===== src/rtl/alu_ctrl_pkg.sv =====
// Shared encodings for the ALU control decoder: function codes, funct/ALUOp
// constants, controller states and the decode helper.
package alu_ctrl_pkg;

  typedef enum logic [2:0] {
    FUNC_ADD = 3'd0,
    FUNC_SUB = 3'd1,
    FUNC_AND = 3'd2,
    FUNC_OR  = 3'd3,
    FUNC_NOR = 3'd4,
    FUNC_SLT = 3'd5,
    FUNC_MUL = 3'd6,
    FUNC_ILL = 3'd7
  } func_e;

  localparam logic [5:0] FUNCT_ADD = 6'h20;
  localparam logic [5:0] FUNCT_SUB = 6'h22;
  localparam logic [5:0] FUNCT_AND = 6'h24;
  localparam logic [5:0] FUNCT_OR  = 6'h25;
  localparam logic [5:0] FUNCT_NOR = 6'h27;
  localparam logic [5:0] FUNCT_SLT = 6'h2A;
  localparam logic [5:0] FUNCT_MUL = 6'h18;

  localparam logic [1:0] ALUOP_RTYPE = 2'b00;
  localparam logic [1:0] ALUOP_SUB   = 2'b01;
  localparam logic [1:0] ALUOP_ADD   = 2'b10;
  localparam logic [1:0] ALUOP_ILL   = 2'b11;

  typedef enum logic [1:0] {
    ST_IDLE = 2'd0,
    ST_MUL  = 2'd1,
    ST_HOLD = 2'd2
  } state_e;

  typedef struct packed {
    func_e func;
    logic  illegal;
  } dec_t;

  // mul_en=0 makes the multiply funct fall through to the illegal code.
  function automatic dec_t decode_op(input logic [1:0] aluop,
                                     input logic [5:0] funct,
                                     input logic       mul_en);
    dec_t d;
    d.func    = FUNC_ILL;
    d.illegal = 1'b1;
    case (aluop)
      ALUOP_RTYPE: begin
        case (funct)
          FUNCT_ADD: begin d.func = FUNC_ADD; d.illegal = 1'b0; end
          FUNCT_SUB: begin d.func = FUNC_SUB; d.illegal = 1'b0; end
          FUNCT_AND: begin d.func = FUNC_AND; d.illegal = 1'b0; end
          FUNCT_OR:  begin d.func = FUNC_OR;  d.illegal = 1'b0; end
          FUNCT_NOR: begin d.func = FUNC_NOR; d.illegal = 1'b0; end
          FUNCT_SLT: begin d.func = FUNC_SLT; d.illegal = 1'b0; end
          FUNCT_MUL: begin
            if (mul_en) begin
              d.func    = FUNC_MUL;
              d.illegal = 1'b0;
            end
          end
          default: begin
            d.func    = FUNC_ILL;
            d.illegal = 1'b1;
          end
        endcase
      end
      ALUOP_SUB: begin d.func = FUNC_SUB; d.illegal = 1'b0; end
      ALUOP_ADD: begin d.func = FUNC_ADD; d.illegal = 1'b0; end
      default: begin
        d.func    = FUNC_ILL;
        d.illegal = 1'b1;
      end
    endcase
    return d;
  endfunction

endpackage


===== src/rtl/alu_ctrl_mul_seq.sv =====
// Sequential shift-add multiplier: one partial-product step per cycle for
// WIDTH cycles after start; done flags the final step, product is its result.
module alu_ctrl_mul_seq #(
  parameter int WIDTH = 32
) (
  input  logic             clk,
  input  logic             rst,
  input  logic             start,
  input  logic [WIDTH-1:0] a,
  input  logic [WIDTH-1:0] b,
  output logic             done,
  output logic [WIDTH-1:0] product
);

  localparam int CW = $clog2(WIDTH) + 1;
  localparam logic [CW-1:0] LAST_STEP = CW'(WIDTH - 1);

  logic [WIDTH-1:0] mcand_q, mcand_d;
  logic [WIDTH-1:0] mplier_q, mplier_d;
  logic [WIDTH-1:0] acc_q, acc_d;
  logic [CW-1:0]    cnt_q, cnt_d;
  logic             busy_q, busy_d;

  always_comb begin
    mcand_d  = mcand_q;
    mplier_d = mplier_q;
    acc_d    = acc_q;
    cnt_d    = cnt_q;
    busy_d   = busy_q;
    done     = 1'b0;
    if (start) begin
      mcand_d  = a;
      mplier_d = b;
      acc_d    = '0;
      cnt_d    = '0;
      busy_d   = 1'b1;
    end else if (busy_q) begin
      // Accumulator is WIDTH bits wide, so carries past the top bit drop out.
      if (mplier_q[0]) begin
        acc_d = acc_q + mcand_q;
      end
      mcand_d  = mcand_q << 1;
      mplier_d = mplier_q >> 1;
      cnt_d    = cnt_q + CW'(1);
      if (cnt_q == LAST_STEP) begin
        busy_d = 1'b0;
        done   = 1'b1;
      end
    end
  end

  // The last step's sum is handed out combinationally so the controller can
  // register it on the same edge the step completes.
  assign product = acc_d;

  always_ff @(posedge clk or posedge rst) begin
    if (rst) begin
      mcand_q  <= '0;
      mplier_q <= '0;
      acc_q    <= '0;
      cnt_q    <= '0;
      busy_q   <= 1'b0;
    end else begin
      mcand_q  <= mcand_d;
      mplier_q <= mplier_d;
      acc_q    <= acc_d;
      cnt_q    <= cnt_d;
      busy_q   <= busy_d;
    end
  end

endmodule


===== src/rtl/alu_ctrl_mc.sv =====
// ALU control decoder with valid/ready handshake and an optional multi-cycle
// multiply; the multiply path exists only when ALU_CTRL_MC_MUL_EN is defined.
module alu_ctrl_mc
  import alu_ctrl_pkg::*;
#(
  parameter int WIDTH = 32
) (
  input  logic             clk,
  input  logic             rst,
  input  logic             in_valid,
  output logic             in_ready,
  input  logic [5:0]       instruction,
  input  logic [1:0]       ALUOp,
  input  logic [WIDTH-1:0] a,
  input  logic [WIDTH-1:0] b,
  output logic             out_valid,
  input  logic             out_ready,
  output logic [2:0]       func,
  output logic [WIDTH-1:0] product,
  output logic             illegal
);

`ifdef ALU_CTRL_MC_MUL_EN
  localparam logic MUL_EN = 1'b1;
`else
  localparam logic MUL_EN = 1'b0;
`endif

  state_e           state_q, state_d;
  func_e            func_q, func_d;
  logic             illegal_q, illegal_d;
  logic [WIDTH-1:0] product_q, product_d;
  dec_t             dec;
  logic             accept;

`ifdef ALU_CTRL_MC_MUL_EN
  logic             mul_start;
  logic             mul_done;
  logic [WIDTH-1:0] mul_product;

  alu_ctrl_mul_seq #(
    .WIDTH(WIDTH)
  ) u_mul (
    .clk    (clk),
    .rst    (rst),
    .start  (mul_start),
    .a      (a),
    .b      (b),
    .done   (mul_done),
    .product(mul_product)
  );
`else
  logic unused_operands;
  assign unused_operands = ^{a, b};
`endif

  // Ready drops while reset is held even though the state already reads IDLE.
  assign in_ready  = !rst && ((state_q == ST_IDLE) ||
                              ((state_q == ST_HOLD) && out_ready));
  assign out_valid = (state_q == ST_HOLD);
  assign func      = func_q;
  assign product   = product_q;
  assign illegal   = illegal_q;

  always_comb begin
    dec       = decode_op(ALUOp, instruction, MUL_EN);
    accept    = in_valid && in_ready;
    state_d   = state_q;
    func_d    = func_q;
    illegal_d = illegal_q;
    product_d = product_q;
`ifdef ALU_CTRL_MC_MUL_EN
    mul_start = 1'b0;
`endif
    case (state_q)
      ST_IDLE, ST_HOLD: begin
        if (accept) begin
          func_d    = dec.func;
          illegal_d = dec.illegal;
          product_d = '0;
          state_d   = ST_HOLD;
`ifdef ALU_CTRL_MC_MUL_EN
          if (dec.func == FUNC_MUL) begin
            state_d   = ST_MUL;
            mul_start = 1'b1;
          end
`endif
        end else if ((state_q == ST_HOLD) && out_ready) begin
          state_d = ST_IDLE;
        end
      end
`ifdef ALU_CTRL_MC_MUL_EN
      ST_MUL: begin
        if (mul_done) begin
          state_d   = ST_HOLD;
          product_d = mul_product;
        end
      end
`endif
      default: begin
        state_d = ST_IDLE;
      end
    endcase
  end

  always_ff @(posedge clk or posedge rst) begin
    if (rst) begin
      state_q   <= ST_IDLE;
      func_q    <= FUNC_ADD;
      illegal_q <= 1'b0;
      product_q <= '0;
    end else begin
      state_q   <= state_d;
      func_q    <= func_d;
      illegal_q <= illegal_d;
      product_q <= product_d;
    end
  end

endmodule


===== config.mk =====
export PLATFORM = sky130hd
export DESIGN_NAME = alu_ctrl_mc
export DESIGN_NICKNAME = d
export VERILOG_FILES = /design/src/rtl/alu_ctrl_pkg.sv /design/src/rtl/alu_ctrl_mul_seq.sv /design/src/rtl/alu_ctrl_mc.sv
export SDC_FILE = /design/constraint.sdc
export NUM_CORES = 1
export LEC_CHECK = 0
export CAP_MARGIN = 30
export CORE_ASPECT_RATIO = 1.4
export CORE_MARGIN = 2
export CORE_UTILIZATION = 20
export DETAILED_ROUTE_END_ITERATION = 8
export GPL_ROUTABILITY_DRIVEN = 0
export PLACE_DENSITY_LB_ADDON = 0.05
export SLEW_MARGIN = 10
export SYNTH_ARGS = -nofsm -noshare
export SYNTH_HDL_FRONTEND = slang
export SYNTH_HIERARCHICAL = 1
export SYNTH_SLANG_ARGS = --single-unit

===== constraint.sdc =====
create_clock -name clk -period 1.45 [get_ports clk]
set_input_delay 0.29 -clock clk [delete_from_list [all_inputs] [get_ports clk]]
set_output_delay 0.29 -clock clk [all_outputs]
set_load 0.01 [all_outputs]

==> flow_metrics.tcl, run 1 <==
set metrics [dict create \
    outcome "finished clean" \
    grt_util_all_layers_pct 8.24 \
    synthCells 74 \
    worst_path_dominant_cell_family "buffers and inverters" \
    synth_seq_cells 5 \
    min_path_type "flip-flop to flip-flop" \
    dp_hpwl_um 1270 \
    wl_met3_um 144 \
    series_of_cell_instances_along_the_critical_path "clkdlybuf4s50_1" \
    post_synth_main_area_contributors "buf_4 39%, dfrtp_1 20%, nor2b_1 5.1%, ha_1 4.1%, inv_1 3.1%" \
    final.setup_skew_ps 2.16 \
    setup_tns_ps 0 \
    synth_area_leader_cell "buf_4" \
    top_layer_used "met3" \
    routed-wl-met2_um 734 \
    nets 188 \
    clockBufferDepth 2 \
    die_area_mm2 0.00352 \
    hold_viol 0 \
    wl_met1_um 500 \
    cpPeakStageDelay_ps 540 \
    timing.critical_path.buf_inv 1 \
    cts_root_buf "clkbuf_8" \
    power-per-cell-area_mw_per_mm2 784 \
    grt_total_ovfl 0 \
    grt_pass1_vias 511 \
    syn_avg_cell_area_um2 8.25 \
    irDropWorstVdd_mv 0.356 \
    layout-area-overhead-vs-synth_pct 43.6 \
    grt_antenna_before_repair 0 \
    place.port_buffers 17 \
    final_cell_mix "32 x conb_1, 15 x buf_4, 8 x clkdlybuf4s50_1" \
    crit_required_ps 1160 \
    clkLatencyLatePin_ps 220 \
    min_period_ps 1390 \
    slew_violations 0 \
    ant_nets 0 \
    global_route_wire_length_before_repair_um 2190 \
    netlist-cell-type-count 23 \
    worstPathMaxFanout 2 \
    floorplan.initialDensity_pct 21.2 \
    share_of_the_synthesized_area_in_the_top_cell_type_pct 39.3 \
    max_stage_delay_cell_worst_path "clkdlybuf4s50_1" \
    ys.warnings.count 6 \
    synth_sequential_area_ratio_pct 20.5 \
    grt_start_max_net_pins 8 \
    worst_ep_arrival_time_ps 1100 \
    layout_commonest_cell "conb_1" \
    drt_pre_antenna_iters 4 \
    p_leak_nw 0.458 \
    netlist_area_um2 611 \
    cts_tree "built" \
    detailroute.via_count 531 \
    wirelength_um 1380 \
    grt_setup_unrepaired "yes" \
    tritoncts_num_sinks 5 \
    worst_setup_path_end_kind "output port" \
    final_setup_violating_endpoints 0 \
    antenna_cells 0 \
    drt_drc_violations_left 0 \
    crit_path_category "flip-flop to output port" \
    register_clock_pin_slew_on_the_reported_worst_setup_and_hold_paths_ps 40 \
    die_w_um 50.7 \
    cts-buffers-inserted 3 \
    placementRows 23 \
    cts.htree.levels 1 \
    achievable-frequency_mhz 721 \
    drt-vias-per-instance 3.64 \
    initialDrtViolationCount 2 \
    post-route-period-util_pct 95.6 \
    drive_gt1_share_pct 22.9 \
    design.core.area_mm2 0.00288 \
    die_height_um 69.4 \
    floorplan.io_pins 114 \
    hold_fix_buffers_cts 0 \
    detail_route.wl_per_cell_um 9.45 \
    maxCapViolations 0 \
    power.total_mw 0.687 \
    worst_setup_path_start_kind "flip-flop" \
]
[logic make-up (layout without fill, tap and decap cells)]
group	Yosys count	in the layout	synth area share [%]
compound gates	10	10	13.1
fa+ha+maj	2	2	4.10
buf+inv	37	41	42.4
flops	5	5	20.5
mux	1	1	1.84
other cells	1	32	0.614
simple gates	18	18	17.4
[Yosys cell counts]
cell type  number
ha_1            2
o41a_1          1
nor2_1          1
a211oi_1        1
nand3b_1        1
nor4_1          2
dfrtp_1         5
conb_1          1
nand2b_1        3
o32ai_1         2
buf_4          32
nand2_1         2
a221oi_1        1
nor2b_1         5
o21ai_0         1
a41oi_1         1
inv_1           5
mux2_2          1
nand3_1         2
a311oi_1        1
or2_1           1
and2_4          1
a31oi_1         2
[cell type report]
class,count,area [um2]
inverters,5,18.8
clock buffers,4,45.0
repair buffers,32,282
well taps,37,46.3
fillers,325,2000
multi-input cells,63,360
flip-flops and latches,5,125
[state kept, by name (all words and copies together), names as in the netlist]
signal and cells:
func 3, illegal 1, state_q 1
[where the power goes]
part / leakage (nW) / internal [mW] / total [mW] / switching [mW]
logic: 0.380 / 0.132 / 0.254 / 0.122
clock network: 0.0228 / 0.189 / 0.256 / 0.0673
registers: 0.0557 / 0.165 / 0.178 / 0.0123
total: 0.458 / 0.486 / 0.687 / 0.202
[layer usage]
metal,GRT usage [%],vias up
met5,0,-
met1,7.70,236
met2,15.9,36
met4,2.70,0
li1,-,259
met3,2.80,0
[stage by stage]
step           cells  instance area, um2  util, %  setup WS, ps  hold WS (ps)
2_1_floorplan    105                 727        -           214          92.8
3_3_place_gp     141                 808     28.1          -386           494
3_5_place_dp     141                 808     28.1          -365           501
4_1_cts          146                 863     30.0          18.9           510
5_1_grt          146                 877     30.5         -12.9           528
6_report         146                 877     30.5          63.3           515
[path summary, 6_finish.rpt]
kind	from	end	slack [ps]	depth (start not counted)
worst min register to register	func[2]	func[2]	510	1
max in group asynchronous	rst	func[1]	750	4
worst min-delay path	func[2]	func[2]	510	1
min in group asynchronous	rst	func[0]	570	4
worst max-delay path	func[2]	func[2]	60	1
worst max register to register	state_q[1]	func[2]	230	4
[repair_timing]
item,4_1_cts,5_1_grt
setup buffers,1,0
pin swaps,3,1
endpoints found under the setup margin,6,4
gates resized for setup,15,4
No activity file was read; power rests on OpenSTA's default activity.
==> run 2: changes to the inputs <==
- CORE_UTILIZATION: 20 -> 29
- DONT_BUFFER_PORTS: default -> 1
==> run 2 against run 1 <==
Flip-flop and latch count unchanged. Via count shrank 23%. First-iteration DRC count grew to 3.0 times the previous value. Utilization decreased by 2.3 points. Die area down 29%. Clock skew about the same. Largest cell class unchanged. Highest routed layer unchanged.
==> flow_metrics.tcl, run 2 (synthesis gave the netlist of run 1 again) <==
set metrics [dict create \
    outcome "finished clean" \
    number_of_flip_flops_in_the_largest_register 3 \
    p_clk_share_pct 33.8 \
    tritoncts_num_sinks 5 \
    swShare_pct 33.6 \
    postCtsSetupRepairBufs 0 \
    power-per-cell-area_mw_per_mm2 840 \
    worst_setup_path_start_kind "flip-flop" \
    final_core_utilization_pct 28.2 \
    layout_commonest_cell "conb_1" \
    drt-vias-per-instance 4.10 \
    final_critical_path_setup_slack_ps 82.1 \
    grt_util_all_layers_pct 8.40 \
    floorplan.initialDensity_pct 30.9 \
    final.setup_skew_ps 2.00 \
    power.internal_mw 0.310 \
    hold_viol 0 \
    post-route-cell-area_um2 557 \
    place.port_buffers 0 \
    comb_power_share_pct 24.6 \
    grt_setup_unrepaired "no" \
    antenna_cells 0 \
    final_cell_mix "32 x conb_1, 5 x nor2b_1, 5 x inv_1, 5 x dfrtp_1" \
    power.total_mw 0.468 \
    p_leak_nw 0.283 \
    clkLatencyLatePin_ps 240 \
    worst_setup_path_end_kind "output port" \
    placement.cell_area_um2 520 \
    grt_pass1_vias 391 \
    placementRows 19 \
    die_area_mm2 0.00249 \
    setup_tns_ps 0 \
    clockBufferDepth 2 \
    design.core.area_mm2 0.00197 \
    dp_hpwl_um 898 \
    die_w_um 42.8 \
    placement.setup.worst_slack_ps 111 \
    post-route-period-util_pct 94.3 \
    global_route_wire_length_before_repair_um 1560 \
    achievable-frequency_mhz 731 \
    layout-area-overhead-vs-synth_pct -8.81 \
    drt_drc_violations_left 0 \
    slew_violations 0 \
    irDropWorstVdd_mv 0.216 \
    worst_ep_arrival_time_ps 1080 \
    register_clock_pin_slew_on_the_reported_worst_setup_and_hold_paths_ps 40 \
    nets 158 \
    floorplan.io_pins 114 \
    power_frac_seq_pct 41.7 \
    detail_route.wl_per_cell_um 10.1 \
    ant_nets 0 \
    min_path_type "primary input to flip-flop" \
    final_setup_violating_endpoints 0 \
    cts_root_buf "clkbuf_4" \
    cts-buffers-inserted 3 \
    initialDrtViolationCount 6 \
    wirelength_um 1010 \
    drive_gt1_share_pct 7.59 \
    crit_required_ps 1160 \
    worstPathMaxFanout 3 \
    cts_tree "built" \
    grt_total_ovfl 0 \
    grt_start_max_net_pins 7 \
    die_height_um 58.3 \
    min_period_ps 1370 \
    crit_path_category "flip-flop to output port" \
    grt_antenna_before_repair 0 \
    switching_power_mw 0.157 \
    cts.htree.levels 1 \
    maxCapViolations 0 \
    drt_pre_antenna_iters 4 \
    detailroute.via_count 410 \
]
-- run 2: cell types whose count changed in the layout (fill, tap and decap cells not counted), sizes merged --
cell	previous run	this run
dlymetal6s2s	3	0
clkdlybuf4s15	2	0
dlygate4sd2	3	0
buf	16	1
clkdlybuf4s50	8	0
dlygate4sd3	0	1
-- run 2: what timing repair did --
item / 4_1_cts / 5_1_grt
hold endpoints to repair: 2 / 0
gates resized for setup: 0 / 0
hold buffers: 1 / 0
-- run 2: worst paths after layout --
check	start	endpoint	slack [ps]	cells after the start
max	state_q[1]	in_ready	80	2
min	in_valid	func[0]	190	1
max reg2reg	state_q[1]	func[1]	230	3
min reg2reg	func[2]	func[2]	590	1
max in group asynchronous	rst	func[2]	790	3
min in group asynchronous	rst	state_q[1]	390	2
-- run 2: layout make-up --
class	count	area [um2]
fill	226	1420
timing repair buffer	2	17.5
clock buffer	4	26.3
multi-input combinational	63	343
tap	21	26.3
inverter	5	18.8
sequential	5	125
-- run 2: through the flow --
step | cells | hold slack, ps
floorplan | 105 | 92.8
global placement | 95 | 76.4
detailed placement | 95 | 69.9
CTS | 100 | 189
global route | 100 | 172
finish | 100 | 185
-- run 2: power by group through the flow --
stage                     Sequential, mW  Clock, mW  Combinational, mW
after floorplan                    0.192          0              0.162
after global placement             0.197          0              0.115
after detailed placement           0.199          0              0.112
after CTS                          0.197      0.164              0.115
after global routing               0.199      0.179              0.132
final                              0.195      0.158              0.115
-- run 2: per-layer routing --
layer  GRT usage [%]  wire, um  vias to the layer above
met5               0         0                        -
met4            4.02         0                        0
met3            6.13       206                        0
met2            13.2       457                       37
met1            8.16       344                      177
li1                -         -                      196
-- run 2: critical path: stages (launching register included) --
cell and delay, ps:
dfrtp_1 420, nor2b_1 180, nor2_1 240
==> run 3: changes to the inputs <==
- CORE_ASPECT_RATIO: 1.4 -> default
- CORE_UTILIZATION: 29 -> 35
- SLEW_MARGIN: 10 -> 15
==> run 3 against run 2 <==
Critical path depth stayed put. Hold slack worse by 12 ps. Non-clock buffer count stayed put. Flip-flop and latch count stayed put. Utilization is 4.4 points higher. Via count is 0.24% lower.
==> flow_metrics.tcl, run 3 (synthesis gave the netlist of run 1 again) <==
set metrics [dict create \
    min_path_type "primary input to flip-flop" \
    ant_nets 0 \
    worst_ep_arrival_time_ps 1070 \
    grt_setup_unrepaired "no" \
    floorplan.io_pins 114 \
    worst_setup_path_end_kind "output port" \
    postCtsSetupRepairBufs 0 \
    min_period_ps 1360 \
    drt_drc_violations_left 0 \
    worst_setup_path_start_kind "flip-flop" \
    dp_hpwl_um 839 \
    drive_gt1_share_pct 7.59 \
    tritoncts_num_sinks 5 \
    die_area_mm2 0.00209 \
    swShare_pct 34.0 \
    power-per-cell-area_mw_per_mm2 852 \
    drt-vias-per-instance 4.26 \
    final.setup_skew_ps 1.91 \
    cts-buffers-inserted 3 \
    grt_antenna_before_repair 0 \
    post-route-period-util_pct 93.6 \
    setup_tns_ps 0 \
    maxCapViolations 0 \
    wirelength_um 971 \
    worstPathMaxFanout 3 \
    grt_total_ovfl 0 \
    holdWs_ps 173 \
    clkLatencyLatePin_ps 240 \
    grt_pass1_vias 347 \
    crit_path_category "flip-flop to output port" \
    global_route_wire_length_before_repair_um 1460 \
    hold_viol 0 \
    p_clk_share_pct 34.3 \
    cts_tree "built" \
    register_clock_pin_slew_on_the_reported_worst_setup_and_hold_paths_ps 40 \
    final_setup_violating_endpoints 0 \
    power.total_mw 0.470 \
    antenna_cells 0 \
    layout-area-overhead-vs-synth_pct -9.63 \
    initialDrtViolationCount 7 \
    cts.htree.levels 1 \
    irDropWorstVdd_mv 0.507 \
    post_cts.resized_instances 0 \
    floorplan.initialDensity_pct 36.1 \
    power_frac_seq_pct 41.5 \
    clockBufferDepth 2 \
    post-route-cell-area_um2 552 \
    p_leak_nw 0.283 \
    power.internal_mw 0.310 \
    comb_power_share_pct 24.3 \
    design.core.area_mm2 0.00169 \
    placementRows 15 \
    outcome "finished clean" \
    switching_power_mw 0.160 \
    drt_pre_antenna_iters 4 \
    die_w_um 45.8 \
    nets 158 \
    achievable-frequency_mhz 737 \
    timing.reg2reg.setup_slack_ps 250 \
    final_cell_mix "32 x conb_1, 5 x nor2b_1, 5 x inv_1, 5 x dfrtp_1" \
    layout_commonest_cell "conb_1" \
    number_of_flip_flops_in_the_largest_register 3 \
    die_height_um 45.8 \
    detail_route.wl_per_cell_um 10.1 \
    detailroute.via_count 409 \
    slew_violations 0 \
    place.port_buffers 0 \
    rr_worst_depth 3 \
    worst_hold_startpoint "in_valid" \
    placement.cell_area_um2 515 \
    grt_start_max_net_pins 7 \
    critical_path.reg2reg.endpoint "illegal" \
    min_delay_worst_endpoint "func[0]" \
    holdPathStages 1 \
    grt_util_all_layers_pct 10.2 \
    cts_root_buf "clkbuf_4" \
    critical_r2r_launch "state_q[1]" \
    crit_required_ps 1160 \
]
[run 3: worst max-delay path by stage]
stage	to	from	slack [ps]
5_1_grt	in_ready	state_q[1]	10
3_3_place_gp	func[2]	ALUOp[0]	120
6_report	in_ready	state_q[1]	90
3_5_place_dp	func[2]	ALUOp[0]	140
2_1_floorplan	func[2]	ALUOp[0]	210
4_1_cts	in_ready	state_q[1]	60
[run 3: layer usage]
metal | vias up | global-route usage [%] | wire [um]
met1 | 184 | 12.6 | 391
li1 | 197 | - | -
met3 | 2 | 5.95 | 157
met4 | 0 | 6.86 | 8
met5 | - | 0 | 0
met2 | 26 | 13.0 | 413
[run 3: critical path, cell delays in order, from the launching register on]
cell,delay (ps)
dfrtp_1,410
nor2b_1,180
nor2_1,240
[run 3: cell type report]
class                      instances  area (um2)
fill                             192        1140
tap                               17        21.3
sequential                         5         125
clock buffer                       4        26.3
timing repair buffer               2        17.5
inverter                           5        18.8
multi-input combinational         63         343
[run 3: through the flow]
stage | setup WS [ps] | instances | utilization [%]
5_1_grt | 11.3 | 96 | 32.7
3_3_place_gp | 118 | 91 | 30.5
6_report | 93.4 | 96 | 32.7
4_1_cts | 62.4 | 96 | 32.7
2_1_floorplan | 214 | 105 | -
3_5_place_dp | 138 | 91 | 30.5
[run 3: power by group through the flow]
stage,combinational [mW],clock [mW],sequential (mW)
floorplan,0.162,0,0.192
global placement,0.113,0,0.197
detailed placement,0.111,0,0.198
CTS,0.115,0.170,0.195
global route,0.133,0.179,0.199
finish,0.114,0.161,0.195
[run 3: timing repair]
| action | 4_1_cts | 5_1_grt |
|---|---|---|
| endpoints found under the setup margin | 0 | 0 |
| hold buffers | 1 | 0 |
| endpoints found under the hold margin | 5 | 0 |
